<file path="src/rtl/pico_ram_pkg.sv">
// Shared types and constants for the PicoRV32-to-RAM bridge: FSM states,
// strobe/filler constants and the byte-lane merge used for partial stores.
package pico_ram_pkg;

    typedef enum logic [2:0] {
        ST_IDLE,
        ST_RD_ISSUE,
        ST_RD_WAIT,
        ST_WR_ISSUE,
        ST_RMW_RD,
        ST_RMW_MERGE,
        ST_RMW_WR,
        ST_ACK
    } state_t;

    localparam logic [3:0]  WSTRB_FULL     = 4'hF;
    localparam logic [31:0] RANGE_ERR_DATA = 32'hDEAD_BEEF;

    function automatic logic [31:0] byte_merge(input logic [31:0] wdata,
                                               input logic [31:0] rdata,
                                               input logic [3:0]  wstrb);
        logic [31:0] merged;
        merged = rdata;
        for (int i = 0; i < 4; i++) begin
            if (wstrb[i]) merged[8*i +: 8] = wdata[8*i +: 8];
        end
        return merged;
    endfunction

endpackage

</file>
<file path="src/rtl/pico_ram_bridge_if.sv">
// PicoRV32 native memory bus (valid/ready handshake) between the CPU core
// (master) and the RAM bridge (slave).
interface pico_ram_bridge_if;
    logic        mem_valid;
    logic        mem_instr;
    logic [31:0] mem_addr;
    logic [31:0] mem_wdata;
    logic [3:0]  mem_wstrb;
    logic        mem_ready;
    logic [31:0] mem_rdata;

    modport master (
        output mem_valid, mem_instr, mem_addr, mem_wdata, mem_wstrb,
        input  mem_ready, mem_rdata
    );

    modport slave (
        input  mem_valid, mem_instr, mem_addr, mem_wdata, mem_wstrb,
        output mem_ready, mem_rdata
    );
endinterface

</file>
<file path="src/rtl/pico_ram_bridge.sv">
// PicoRV32 memory bus to simple dual-port RAM bridge; partial stores via read-modify-write.
// Optional address range checking enabled with `define PICO_RAM_RANGE_CHK_EN.
//
// state        | meaning
// ST_IDLE      | waiting for mem_valid, latches request fields
// ST_RD_ISSUE  | ram_rden high for a read
// ST_RD_WAIT   | ram_do valid, captured into mem_rdata
// ST_WR_ISSUE  | ram_wren high with full-word store data
// ST_RMW_RD    | ram_rden high for the old word of a partial store
// ST_RMW_MERGE | old word merged with store bytes
// ST_RMW_WR    | ram_wren high with merged word
// ST_ACK       | mem_ready pulse, mem_valid ignored
module pico_ram_bridge
    import pico_ram_pkg::*;
#(
    parameter int          DWIDTH    = 32,
    parameter int          AWIDTH    = 14,
    parameter logic [31:0] BASE_ADDR = 32'h0000_0000
) (
    input  logic              clk,
    input  logic              resetn,
    pico_ram_bridge_if.slave  bus,
    output logic              ram_wren,
    output logic [AWIDTH-1:0] ram_wraddr,
    output logic [DWIDTH-1:0] ram_di,
    output logic              ram_rden,
    output logic [AWIDTH-1:0] ram_rdaddr,
    input  logic [DWIDTH-1:0] ram_do,
    output logic              range_err
);

    state_t            state;
    state_t            state_nxt;
    logic [31:0]       off;
    logic [AWIDTH-1:0] word;
    logic              in_range;
    logic              accept;
    logic [31:0]       wdata_q;
    logic [3:0]        wstrb_q;
    logic              unused_bits;

    assign off         = bus.mem_addr - BASE_ADDR;
    assign word        = off[AWIDTH+1:2];
    assign accept      = (state == ST_IDLE) && bus.mem_valid;
    assign unused_bits = ^{bus.mem_instr, off};

`ifdef PICO_RAM_RANGE_CHK_EN
    // Addresses below BASE_ADDR wrap to large offsets, so one compare covers both ends.
    assign in_range = ({1'b0, off} < (33'd1 << (AWIDTH + 2)));

    always_ff @(posedge clk or negedge resetn) begin
        if (!resetn) range_err <= 1'b0;
        else if (accept && !in_range) range_err <= 1'b1;
    end
`else
    assign in_range  = 1'b1;
    assign range_err = 1'b0;
`endif

    always_ff @(posedge clk or negedge resetn) begin
        if (!resetn) state <= ST_IDLE;
        else         state <= state_nxt;
    end

    always_comb begin
        state_nxt = state;
        case (state)
            ST_IDLE: begin
                if (bus.mem_valid) begin
                    if (!in_range)                     state_nxt = ST_ACK;
                    else if (bus.mem_wstrb == 4'h0)    state_nxt = ST_RD_ISSUE;
                    else if (bus.mem_wstrb == WSTRB_FULL) state_nxt = ST_WR_ISSUE;
                    else                               state_nxt = ST_RMW_RD;
                end
            end
            ST_RD_ISSUE:  state_nxt = ST_RD_WAIT;
            ST_RD_WAIT:   state_nxt = ST_ACK;
            ST_WR_ISSUE:  state_nxt = ST_ACK;
            ST_RMW_RD:    state_nxt = ST_RMW_MERGE;
            ST_RMW_MERGE: state_nxt = ST_RMW_WR;
            ST_RMW_WR:    state_nxt = ST_ACK;
            ST_ACK:       state_nxt = ST_IDLE;
            default:      state_nxt = ST_IDLE;
        endcase
    end

    // Strobes are registered from the next state so they line up with the state they belong to.
    always_ff @(posedge clk or negedge resetn) begin
        if (!resetn) begin
            bus.mem_ready <= 1'b0;
            bus.mem_rdata <= '0;
            ram_wren      <= 1'b0;
            ram_rden      <= 1'b0;
            ram_wraddr    <= '0;
            ram_rdaddr    <= '0;
            ram_di        <= '0;
            wdata_q       <= '0;
            wstrb_q       <= '0;
        end else begin
            bus.mem_ready <= (state_nxt == ST_ACK);
            ram_rden      <= (state_nxt == ST_RD_ISSUE) || (state_nxt == ST_RMW_RD);
            ram_wren      <= (state_nxt == ST_WR_ISSUE) || (state_nxt == ST_RMW_WR);

            if (accept) begin
                ram_wraddr <= word;
                ram_rdaddr <= word;
                wdata_q    <= bus.mem_wdata;
                wstrb_q    <= bus.mem_wstrb;
                if (in_range && bus.mem_wstrb == WSTRB_FULL) ram_di <= bus.mem_wdata;
                if (!in_range && bus.mem_wstrb == 4'h0)      bus.mem_rdata <= RANGE_ERR_DATA;
            end

            if (state == ST_RD_WAIT)   bus.mem_rdata <= ram_do;
            if (state == ST_RMW_MERGE) ram_di <= byte_merge(wdata_q, ram_do, wstrb_q);
        end
    end

endmodule
</file>
<file path="src/flat_wrapper.sv">
// flat-port wrapper written by rule: the top's interface ports become plain ports
module pico_ram_bridge_flat import pico_ram_pkg::*;
#(
    parameter int          DWIDTH    = 32,
    parameter int          AWIDTH    = 14,
    parameter logic [31:0] BASE_ADDR = 32'h0000_0000
)
  (clk, resetn, ram_wren, ram_wraddr, ram_di, ram_rden, ram_rdaddr, ram_do, range_err, bus_mem_valid, bus_mem_instr, bus_mem_addr, bus_mem_wdata, bus_mem_wstrb, bus_mem_ready, bus_mem_rdata);
  pico_ram_bridge_if bus_i ();
  input  logic clk;
  input  logic resetn;
  output logic ram_wren;
  output logic [AWIDTH-1:0] ram_wraddr;
  output logic [DWIDTH-1:0] ram_di;
  output logic ram_rden;
  output logic [AWIDTH-1:0] ram_rdaddr;
  input  logic [DWIDTH-1:0] ram_do;
  output logic range_err;
  input wire logic [$bits(bus_i.mem_valid)-1:0] bus_mem_valid;
  input wire logic [$bits(bus_i.mem_instr)-1:0] bus_mem_instr;
  input wire logic [$bits(bus_i.mem_addr)-1:0] bus_mem_addr;
  input wire logic [$bits(bus_i.mem_wdata)-1:0] bus_mem_wdata;
  input wire logic [$bits(bus_i.mem_wstrb)-1:0] bus_mem_wstrb;
  output wire logic [$bits(bus_i.mem_ready)-1:0] bus_mem_ready;
  output wire logic [$bits(bus_i.mem_rdata)-1:0] bus_mem_rdata;
  assign bus_i.mem_valid = bus_mem_valid;
  assign bus_i.mem_instr = bus_mem_instr;
  assign bus_i.mem_addr = bus_mem_addr;
  assign bus_i.mem_wdata = bus_mem_wdata;
  assign bus_i.mem_wstrb = bus_mem_wstrb;
  assign bus_mem_ready = bus_i.mem_ready;
  assign bus_mem_rdata = bus_i.mem_rdata;
  pico_ram_bridge #(.DWIDTH(DWIDTH), .AWIDTH(AWIDTH), .BASE_ADDR(BASE_ADDR)) u_core (.clk(clk), .resetn(resetn), .bus(bus_i), .ram_wren(ram_wren), .ram_wraddr(ram_wraddr), .ram_di(ram_di), .ram_rden(ram_rden), .ram_rdaddr(ram_rdaddr), .ram_do(ram_do), .range_err(range_err));
endmodule
</file>
<file path="config.mk">
export PLATFORM = sky130hd
export DESIGN_NAME = pico_ram_bridge_flat
export DESIGN_NICKNAME = d
export VERILOG_FILES = /design/src/rtl/pico_ram_pkg.sv /design/src/rtl/pico_ram_bridge_if.sv /design/src/rtl/pico_ram_bridge.sv /design/src/flat_wrapper.sv
export SDC_FILE = /design/constraint.sdc
export NUM_CORES = 1
export LEC_CHECK = 0
export BUFFER_PORTS_ARGS = -buffer_cell sky130_fd_sc_hd__clkbuf_2
export CAP_MARGIN = 20
export CORE_UTILIZATION = 25
export DETAILED_ROUTE_END_ITERATION = 16
export PLACE_DENSITY = 0.45
export SLEW_MARGIN = 25
export SYNTH_ARGS = -nofsm -noshare
export SYNTH_HDL_FRONTEND = slang
export SYNTH_SLANG_ARGS = --single-unit
</file>
<file path="constraint.sdc">
create_clock -name clk -period 2.8 [get_ports clk]
set_input_delay 0 -clock clk [delete_from_list [all_inputs] [get_ports clk]]
set_output_delay 0 -clock clk [all_outputs]
set_load 0.01 [all_outputs]
</file>
==> impl_metrics.py <==
metrics = {
    "outcome": {
        "status": "completed",
    },
    "run": {
        "drv_cap": 0,
    },
    "placement": {
        "dpl_cell_area_mm2": 0.006429,
        "dp_slack_ns": 0.8215,
        "portBuffers": 179,
        "gp_congestion": 0.7283,
        "dpl.hpwl_mm": 9.802,
    },
    "hold_path": {
        "min_from": "bus_mem_valid",
        "hold_class": "input port to flop",
        "min_delay_path_depth": 5,
    },
    "clock_tree": {
        "clk_pin_slew_worst_paths_ns": 0.06,
        "clockBufferDepth": 2,
        "cts_tree": "yes",
        "clock-sinks": 120,
        "numCtsBuffers": 17,
        "postCtsSetupRepairBufs": 0,
        "ctsRootBufferMaster": "clkbuf_16",
        "clock_latency_ns": 0.41,
        "htreeDepth": 4,
    },
    "yosys": {
        "ys_ff_latch": 120,
        "synth_enable_flop_cells": 0,
        "syn_area_per_cell_um2": 10.33,
        "synthDistinctLibCells": 30,
        "synthTopCellsByCount": "170 x nand2_1, 120 x dfrtp_1, 32 x mux2_2, 32 x nand3_1",
        "syn-num-nets": 625,
        "synth_top_cell_by_area": "dfrtp_1",
        "synth_most_common_cell": "nand2_1",
        "synth_area_leaders": "dfrtp_1 56%, nand2_1 12%, mux2_2 6.7%",
        "ys_seq_area_frac": 0.5581,
        "synth_top_cell_area_share": 0.5581,
        "synth_flop_cell": "dfrtp_1",
        "synth_area_mm2": 0.005380,
        "synth_warnings": 0,
        "synth_cells": 521,
        "synthArstFlopShare": 1.000,
    },
    "setup_path": {
        "worstPathRequired_ns": 3.05,
        "r2r-start": "u_core.state[1]",
        "critical_path_class": "flop to flop",
        "worstSetupStartpointType": "flop",
        "end_kind": "flop",
        "cp-startpoint": "u_core.state[1]",
        "cp_max_fo": 32,
        "arrival_ns": 2.27,
        "rr_worst_depth": 4,
    },
    "finish": {
        "fill_cells": 2154,
        "post-route-cell-area_mm2": 0.007844,
        "antenna_cells": 0,
        "multi_input_comb_area_mm2": 0.002078,
        "seq_area_mm2": 0.003003,
        "drive_above_1_share": 0.3429,
        "fin_nets": 862,
        "area_growth_pct": 45.79,
    },
    "die": {
        "die_h_um": 148.7,
        "die_area_mm2": 0.02211,
        "rows": 53,
        "die_x_um": 148.7,
        "start_util": 0.2551,
        "core_mm2": 0.02109,
        "pin_count": 200,
    },
    "sta": {
        "slew_violations": 0,
        "hold_ws_ns": 0.2090,
        "setup_tns_ns": 0,
        "grt_setup_unrepaired": "false",
        "tightest_slew_ns": 0.9538,
        "setup_violations": 0,
        "finalCritPeriodShare": 0.7192,
        "hold_viol_final": 0,
        "relSlewSlack": 0.3641,
        "skew_ns": 0.007429,
        "fin_ws_ns": 0.7863,
        "fin_crit_ns": 2.014,
        "max_freq_mhz": 496.6,
    },
    "power": {
        "vdd.ir_drop.worst_mv": 0.4052,
        "p_leak_uw": 0.003748,
        "p_per_area_mw_per_mm2": 1051,
    },
    "global_routing": {
        "grt_first_pass_wirelength_mm": 25.13,
        "grt_usage": 0.1484,
        "grt_max_degree": 64,
        "grt_util_met1": 0.1738,
        "antenna_found_initial": 0,
        "busiest_layer": "met2",
        "overflow": 0,
        "grt_pass1_vias": 4879,
        "met3_usage": 0.03282,
        "met2_usage": 0.2638,
    },
    "drt": {
        "routed_wl_mm": 15.70,
        "routed-via-count": 4647,
        "viasPerCell": 4.447,
        "first_pass_iters": 6,
        "antenna_left": 0,
        "drc_errors": 0,
        "wl_per_cell_um": 15.03,
        "initialDrtViolationCount": 114,
    },
}
final timing paths:
path                                      to  slack (ns)
setup reg to reg           u_core.ram_di[25]        0.79
hold reg to reg            u_core.wdata_q[8]        0.47
hold / removal             u_core.wstrb_q[1]        0.21
setup / recovery           u_core.ram_di[25]        0.79
min in group asynchronous  u_core.ram_di[18]        0.24
max in group asynchronous  u_core.ram_di[15]        1.70
layer usage:
layer  part of all wire  vias to the layer above
met1               0.45                     2259
met4              0.012                        0
met5                  0                        -
met2               0.50                      128
met3              0.041                       12
li1                   -                     2248
registers in the layout (all words and copies together), names as in the netlist:
name and flops:
u_core.ram_rden 1, u_core.ram_wren 1, u_core.ram_wraddr 14, u_core.bus.mem_rdata 32
u_core.bus.mem_ready 1, u_core.wdata_q 32, u_core.wstrb_q 4, u_core.state 3
u_core.ram_di 32
area by class of cell:
class	count	area share
sequential	120	0.3828
multi-input combinational	348	0.2650
timing repair buffer	271	0.2338
clock buffer	24	0.06269
tap	275	0.04387
clock inverter	7	0.01180
kinds of logic (layout without fill, tap and decap cells):
group,count (synthesis),count (layout),synth area share
AO/OA/AOI/OAI,68,68,0.09930
multiplexers,48,48,0.09674
other,1,1,0.0006970
flip-flops,120,120,0.5581
AND/OR/NAND/NOR,231,231,0.1863
buffers and inverters,53,302,0.05884
worst max-delay path, stage by stage (launching register included):
cell and delay (ns):
dfrtp_1 0.47, or4b_4 0.74, buf_4 0.34, o21ai_1 0.18
a31oi_1 0.11
per-stage QoR:
step	cells	total power (uW)	utilization
2_1_floorplan	521	4957	-
3_5_place_dp	931	6031	0.3049
3_3_place_gp	931	5929	0.3049
4_1_cts	1045	8379	0.3720
5_1_grt	1045	8823	0.3720
6_report	1045	8245	0.3720
power breakdown:
part	total (uW)	switching (uW)	internal, uW	leakage (uW)
clock network	2200	799	1400	0.000278
logic	2840	1450	1380	0.00202
registers	3210	629	2580	0.00145
timing repair:
action / in CTS / in global routing
hold buffers: 83 / 0
hold endpoints to repair: 178 / 0
resized for setup: 0 / 0
cell usage in the layout (no fill, tap or decap):
| cell type | n |
|---|---|
| o32ai_2 | 1 |
| clkinv_2 | 2 |
| buf_4 | 7 |
| o221ai_2 | 10 |
| o221ai_1 | 6 |
| clkbuf_2 | 178 |
| and3_1 | 1 |
| mux2i_1 | 16 |
| nand2_1 | 170 |
| nor4b_2 | 1 |
| conb_1 | 1 |
| buf_12 | 3 |
| nor3b_4 | 1 |
| a31oi_1 | 16 |
| nand3_1 | 32 |
| o21ai_0 | 3 |
| nor2_8 | 1 |
| dfrtp_1 | 120 |
| clkbuf_8 | 4 |
| clkbuf_1 | 3 |
| nand4_1 | 1 |
| dlygate4sd3_1 | 83 |
| and2_1 | 1 |
| clkbuf_16 | 17 |
| o21ai_1 | 16 |
| nor2b_1 | 16 |
| nand3b_1 | 1 |
| or4b_4 | 1 |
| clkinvlp_4 | 3 |
| bufinv_16 | 2 |
| and4_2 | 1 |
| a211oi_1 | 16 |
| nor4_1 | 1 |
| mux2_2 | 32 |
| nor2_1 | 3 |
No activity file was read; power rests on OpenSTA's default activity.
